$ cat src/rtl/asmd_run_sequencer_if.sv
// rtl/asmd_run_sequencer_if.sv - request/status bundle between the host-side run sequencer and the ASMD pair
interface asmd_run_sequencer_if #(
  parameter int CNT_W = 8
);
  logic             req_in;
  logic             F_in;
  logic [3:0]       A_in;
  logic             E_in;
  logic             start;
  logic             busy;
  logic             result_valid;
  logic [3:0]       result_A;
  logic             result_E;
  logic [CNT_W-1:0] run_count;
  logic             timeout_err;

  modport master (
    output req_in, F_in, A_in, E_in,
    input  start, busy, result_valid, result_A, result_E, run_count, timeout_err
  );

  modport slave (
    input  req_in, F_in, A_in, E_in,
    output start, busy, result_valid, result_A, result_E, run_count, timeout_err
  );
endinterface

$ cat src/rtl/asmd_run_sequencer.sv
// rtl/asmd_run_sequencer.sv - debounced run request, start pulse and result capture for the ASMD pair
// Optional run watchdog enabled by ASMD_RUN_SEQ_TIMEOUT_EN.
module asmd_run_sequencer #(
  parameter int DEB_CYCLES     = 16,
`ifdef ASMD_RUN_SEQ_TIMEOUT_EN
  parameter int TIMEOUT_CYCLES = 64,
`endif
  parameter int CNT_W          = 8
) (
  input logic                 clk,
  input logic                 rstb,
  asmd_run_sequencer_if.slave bus
);

  localparam int               DEB_W   = (DEB_CYCLES > 2) ? $clog2(DEB_CYCLES) : 1;
  localparam logic [DEB_W-1:0] DEB_MAX = DEB_W'(DEB_CYCLES - 1);

  typedef enum logic [1:0] {
    IDLE      = 2'd0,
    FIRE      = 2'd1,
    WAIT_CLR  = 2'd2,
    WAIT_DONE = 2'd3
  } state_t;

  state_t           state_q;
  state_t           state_d;
  logic             req_meta;
  logic             req_sync;
  logic             req_deb;
  logic             req_deb_d;
  logic [DEB_W-1:0] deb_cnt;
  logic             req_rise;
  logic             start_c;
  logic             done_c;
  logic             result_valid_q;
  logic [3:0]       result_a_q;
  logic             result_e_q;
  logic [CNT_W-1:0] run_count_q;

  always_ff @(posedge clk or negedge rstb) begin
    if (!rstb) begin
      req_meta <= 1'b0;
      req_sync <= 1'b0;
    end else begin
      req_meta <= bus.req_in;
      req_sync <= req_meta;
    end
  end

  // req_deb only moves after DEB_CYCLES consecutive disagreeing samples
  always_ff @(posedge clk or negedge rstb) begin
    if (!rstb) begin
      deb_cnt   <= '0;
      req_deb   <= 1'b0;
      req_deb_d <= 1'b0;
    end else begin
      req_deb_d <= req_deb;
      if (req_sync == req_deb) begin
        deb_cnt <= '0;
      end else if (deb_cnt == DEB_MAX) begin
        req_deb <= ~req_deb;
        deb_cnt <= '0;
      end else begin
        deb_cnt <= deb_cnt + 1'b1;
      end
    end
  end

  assign req_rise = req_deb & ~req_deb_d;
  assign done_c   = (state_q == WAIT_DONE) && bus.F_in;

`ifdef ASMD_RUN_SEQ_TIMEOUT_EN
  localparam int              TO_W   = (TIMEOUT_CYCLES > 2) ? $clog2(TIMEOUT_CYCLES) : 1;
  localparam logic [TO_W-1:0] TO_MAX = TO_W'(TIMEOUT_CYCLES - 1);

  logic [TO_W-1:0] to_cnt;
  logic            waiting;
  logic            expire_c;
  logic            timeout_err_q;

  assign waiting  = (state_q == WAIT_CLR) || (state_q == WAIT_DONE);
  // a completion landing on the expiry cycle still counts as a good run
  assign expire_c = waiting && !done_c && (to_cnt == TO_MAX);

  always_ff @(posedge clk or negedge rstb) begin
    if (!rstb) begin
      to_cnt        <= '0;
      timeout_err_q <= 1'b0;
    end else begin
      if (state_q == FIRE) begin
        to_cnt <= '0;
      end else if (waiting) begin
        to_cnt <= to_cnt + 1'b1;
      end
      if (expire_c) begin
        timeout_err_q <= 1'b1;
      end
    end
  end

  assign bus.timeout_err = timeout_err_q;
`else
  assign bus.timeout_err = 1'b0;
`endif

  always_ff @(posedge clk or negedge rstb) begin
    if (!rstb) begin
      state_q <= IDLE;
    end else begin
      state_q <= state_d;
    end
  end

  always_comb begin
    state_d = state_q;
    start_c = 1'b0;
    case (state_q)
      IDLE: begin
        if (req_rise) begin
          state_d = FIRE;
        end
      end
      FIRE: begin
        start_c = 1'b1;
        state_d = WAIT_CLR;
      end
      // F may still hold the previous run's value until the ASMD clears it
      WAIT_CLR: begin
        if (!bus.F_in) begin
          state_d = WAIT_DONE;
        end
      end
      WAIT_DONE: begin
        if (bus.F_in) begin
          state_d = IDLE;
        end
      end
      default: state_d = IDLE;
    endcase
`ifdef ASMD_RUN_SEQ_TIMEOUT_EN
    if (expire_c) begin
      state_d = IDLE;
    end
`endif
  end

  always_ff @(posedge clk or negedge rstb) begin
    if (!rstb) begin
      result_valid_q <= 1'b0;
      result_a_q     <= 4'd0;
      result_e_q     <= 1'b0;
      run_count_q    <= '0;
    end else begin
      result_valid_q <= done_c;
      if (done_c) begin
        result_a_q  <= bus.A_in;
        result_e_q  <= bus.E_in;
        run_count_q <= run_count_q + CNT_W'(1);
      end
    end
  end

  assign bus.start        = start_c;
  assign bus.busy         = (state_q != IDLE);
  assign bus.result_valid = result_valid_q;
  assign bus.result_A     = result_a_q;
  assign bus.result_E     = result_e_q;
  assign bus.run_count    = run_count_q;

endmodule

$ cat src/flat_wrapper.sv
// flat-port wrapper written by rule: the top's interface ports become plain ports
module asmd_run_sequencer_flat 
#(
  parameter int DEB_CYCLES     = 16,

  parameter int CNT_W          = 8
)
  (clk, rstb, bus_req_in, bus_F_in, bus_A_in, bus_E_in, bus_start, bus_busy, bus_result_valid, bus_result_A, bus_result_E, bus_run_count, bus_timeout_err);
  asmd_run_sequencer_if #(.CNT_W(CNT_W)) bus_i ();
  input logic clk;
  input logic rstb;
  input wire logic [$bits(bus_i.req_in)-1:0] bus_req_in;
  input wire logic [$bits(bus_i.F_in)-1:0] bus_F_in;
  input wire logic [$bits(bus_i.A_in)-1:0] bus_A_in;
  input wire logic [$bits(bus_i.E_in)-1:0] bus_E_in;
  output wire logic [$bits(bus_i.start)-1:0] bus_start;
  output wire logic [$bits(bus_i.busy)-1:0] bus_busy;
  output wire logic [$bits(bus_i.result_valid)-1:0] bus_result_valid;
  output wire logic [$bits(bus_i.result_A)-1:0] bus_result_A;
  output wire logic [$bits(bus_i.result_E)-1:0] bus_result_E;
  output wire logic [$bits(bus_i.run_count)-1:0] bus_run_count;
  output wire logic [$bits(bus_i.timeout_err)-1:0] bus_timeout_err;
  assign bus_i.req_in = bus_req_in;
  assign bus_i.F_in = bus_F_in;
  assign bus_i.A_in = bus_A_in;
  assign bus_i.E_in = bus_E_in;
  assign bus_start = bus_i.start;
  assign bus_busy = bus_i.busy;
  assign bus_result_valid = bus_i.result_valid;
  assign bus_result_A = bus_i.result_A;
  assign bus_result_E = bus_i.result_E;
  assign bus_run_count = bus_i.run_count;
  assign bus_timeout_err = bus_i.timeout_err;
  asmd_run_sequencer #(.DEB_CYCLES(DEB_CYCLES), .CNT_W(CNT_W)) u_core (.clk(clk), .rstb(rstb), .bus(bus_i));
endmodule
$ cat config.mk
export PLATFORM = sky130hd
export DESIGN_NAME = asmd_run_sequencer_flat
export DESIGN_NICKNAME = d
export VERILOG_FILES = /design/src/rtl/asmd_run_sequencer_if.sv /design/src/rtl/asmd_run_sequencer.sv /design/src/flat_wrapper.sv
export SDC_FILE = /design/constraint.sdc
export NUM_CORES = 1
export LEC_CHECK = 0
export BUFFER_PORTS_ARGS = -buffer_cell sky130_fd_sc_hd__buf_2
export CAP_MARGIN = 20
export CORE_MARGIN = 2
export CORE_UTILIZATION = 50
export CTS_BUF_LIST = sky130_fd_sc_hd__clkbuf_8
export DETAILED_ROUTE_END_ITERATION = 10
export PLACE_DENSITY = 0.75
export SLEW_MARGIN = 10
export SYNTH_ARGS = -nofsm -noshare
export SYNTH_HDL_FRONTEND = slang
export SYNTH_SLANG_ARGS = --single-unit
$ cat constraint.sdc
create_clock -name clk -period 1.7 [get_ports clk]
set_input_delay 0.17 -clock clk [delete_from_list [all_inputs] [get_ports clk]]
set_output_delay 0.17 -clock clk [all_outputs]
set_load 0.005 [all_outputs]
==> impl_metrics.tcl <==
set metrics [dict create \
    gr-total-overflow 0 \
    finalCritPeriodShare_pct 87.5 \
    vias_per_cell 5.00 \
    multi_input_area_um2 433 \
    reg2reg_to "u_core.state_q[1]" \
    finalSetupViolations 0 \
    cts_tree "done" \
    synth.largest_area_cell "dfrtp_1" \
    hp-class "in2reg" \
    synth_simple_gate_area_share_pct 10.8 \
    critPathSlowestCell "dfrtp_1" \
    path_buf_inv 0 \
    crit_arrival_ns 1.64 \
    slowest_delay_ns 0.42 \
    ys_async_sr_fraction_pct 100 \
    clkSinkCount 24 \
    areaGrowthSynthToFinish_pct 19.5 \
    peakVddDrop_mv 1.07 \
    ys_dominant_reg_cell "dfrtp_1" \
    grt_start_max_net_pins 25 \
    clk_latency_ns 0.27 \
    synth_fa_ha_area_share_pct 7.03 \
    yosys.area.top_type_share_pct 56.3 \
    yosysWarnings 0 \
    r2r_cells 4 \
    synth_edf_count 0 \
    synthesis.nets 90 \
    drive_gt1_share_pct 37.9 \
    path_clk_slew_ns 0.08 \
    cts.repair.resized 0 \
    gp_congestion 0.726 \
    drc_errors 0 \
    synth.distinct_cells 28 \
    crit_type "reg2reg" \
    hold_start "bus_req_in" \
    fill_cells 163 \
    pin_count 26 \
    vias 650 \
    num_rows 16 \
    finalSetupTns_ns 0 \
    cts_root_buffer "clkbuf_8" \
    io_buffers 24 \
    ctsHtreeMaxLevel 1 \
    coreArea_um2 1980 \
    ys_seq_area_share_pct 56.3 \
    postRouteWirelength_mm 1.62 \
    dr.pass1.iters 2 \
    antenna_found_initial 0 \
    die_x_um 50.2 \
    cts_buffers 3 \
    avgSynthCellArea_um2 14.2 \
    dp_hpwl_mm 1.18 \
    cp_max_fo 4 \
    ff2ff_setup_slack_ns 0.21 \
    crit_family "flip-flops" \
    drt_iter0_markers 4 \
    status "complete, no violations" \
    synth-compound-area-share_pct 3.75 \
    min_period_ns 1.49 \
    r2r_start "u_core.state_q[0]" \
    start_util_pct 53.9 \
    hold_viol 0 \
    hold_path_depth 1 \
    synth.ff_latch_count 24 \
    fmax_ghz 0.672 \
    post_cts_buffers 0 \
    wl_per_cell_um 12.4 \
    ant_nets 0 \
    drv_cap 0 \
    synth_top_family_by_area "simple AND/OR/NAND/NOR gates" \
    grt_setup_unrepaired "no" \
    powerDensity_nw_per_um2 1430 \
    nets 119 \
    synthMuxAreaShare_pct 10.6 \
    grt_pass1_wl_mm 2.69 \
    cts_buffer_depth 2 \
    first_global_vias 632 \
    path_cells "ha_1 -> nor2b_2 -> a221oi_2 -> mux2_1" \
    finClkSkew_ns 0.00287 \
    fp.dieArea_um2 2520 \
    die_y_um 50.2 \
    final_core_util_pct 64.3 \
    seq_area_um2 601 \
    slew_viol_final 0 \
    power.leakage_nw 0.639 \
    synthTopCellsByArea "dfrtp_1, mux2_4, ha_1" \
    netlist_instances 75 \
    synthesis.area_um2 1070 \
    crit_path_end_kind "register" \
    grtUsageTotal_pct 14.2 \
    hold-path-endpoint "u_core.req_meta" \
    diodes 0 \
    cp.required_ns 1.85 \
    critPathLaunchType "register" \
    yosys.area_share.xor_xnor_pct 8.09 \
]
## what timing repair did
item,CTS,global route
setup endpoints to repair,0,0
hold buffers,1,0
hold endpoints to repair,24,0
## worst max path at each step
stage                           start                 to  slack (ns)  cells after the start
CTS                 u_core.state_q[0]  u_core.state_q[1]        0.20                      4
finish              u_core.state_q[0]  u_core.state_q[1]        0.21                      4
floorplan           u_core.state_q[0]  u_core.state_q[1]        0.30                      4
detailed placement  u_core.state_q[0]  u_core.state_q[1]        0.22                      4
global route        u_core.state_q[0]  u_core.state_q[1]        0.14                      4
global placement    u_core.state_q[0]  u_core.state_q[1]        0.26                      4
## state kept, by name, indices dropped and copies added, names as in the netlist, 2 cells and up
| signal | flops |
|---|---|
| u_core.state_q | 2 |
| u_core.bus.run_count | 8 |
| u_core.deb_cnt | 4 |
| u_core.bus.result_A | 4 |
## through the flow
| step | instance area (um^2) | hold slack [ns] | power [mW] | std cells | setup WS [ns] |
|---|---|---|---|---|---|
| after floorplan | 1070 | -0.126 | 1.24 | 75 | 0.298 |
| after global placement | 1210 | 0.167 | 1.42 | 125 | 0.258 |
| after detailed placement | 1210 | 0.172 | 1.45 | 125 | 0.220 |
| after CTS | 1270 | 0.00379 | 1.84 | 130 | 0.203 |
| after global routing | 1270 | 0.00347 | 1.93 | 130 | 0.144 |
| final | 1270 | 0.0138 | 1.82 | 130 | 0.212 |
## cells in the mapped netlist (2+ instances only)
library cell,instances
nand2_1,2
mux2_4,6
mux2_1,2
xnor2_1,7
ha_1,6
inv_1,4
a21oi_1,2
dfrtp_1,24
nand4_1,3
## layout make-up
cell class | instances | area share (%)
Multi-Input combinational cell | 45 | 34.0
Sequential cell | 24 | 47.1
Tap cell | 27 | 2.65
Clock buffer | 4 | 4.32
Inverter | 4 | 1.18
Timing Repair Buffer | 26 | 10.8
## worst reg2reg max path: stages, from the launching register on
cell      delay, ns
dfrtp_1        0.42
ha_1           0.23
nor2b_2        0.17
a221oi_2       0.22
mux2_1         0.35
## where the power goes
group	internal, mW	leakage, nW	switching [mW]
Combinational	0.350	0.301	0.230
Clock	0.207	0.0288	0.176
Sequential	0.712	0.308	0.144
Total	1.27	0.639	0.550
## cells in the final DEF (no fill, tap or decap)
master and count:
nand4b_1 1, buf_4 1, xnor2_1 7, o32a_1 1, buf_2 24, conb_1 1
xnor2_2 1, nand2b_1 1, nand4_4 1, mux2_1 2, a21oi_1 2, nand3_1 1
nand4_1 3, mux2_4 6, and2_1 1, o21ai_0 1, and4_1 1, nand2_1 2
ha_1 6, dfrtp_1 24, nor2b_2 1, nor2b_1 1, nor3b_1 1, nor2_1 1
a221oi_2 1, xor2_1 1, and3_1 1, inv_1 4, dlygate4sd3_1 1, clkbuf_8 4
## logic make-up (layout without fill, tap and decap cells)
logic type / count (synthesis) / after routing
multiplexers: 8 / 8
buffers and inverters: 6 / 34
AND/OR/NAND/NOR: 16 / 16
AO/OA/AOI/OAI: 5 / 5
other: 1 / 1
flip-flops: 24 / 24
XOR/XNOR: 9 / 9
adder cells (fa/ha/maj): 6 / 6
## layer usage
metal	global-route usage [%]	wire, um	up-vias
met5	0	0	-
met4	9.72	45	0
met3	1.79	84	5
met2	21.1	702	22
met1	19.6	784	312
li1	-	-	311
(Power assumes the default switching activity.)
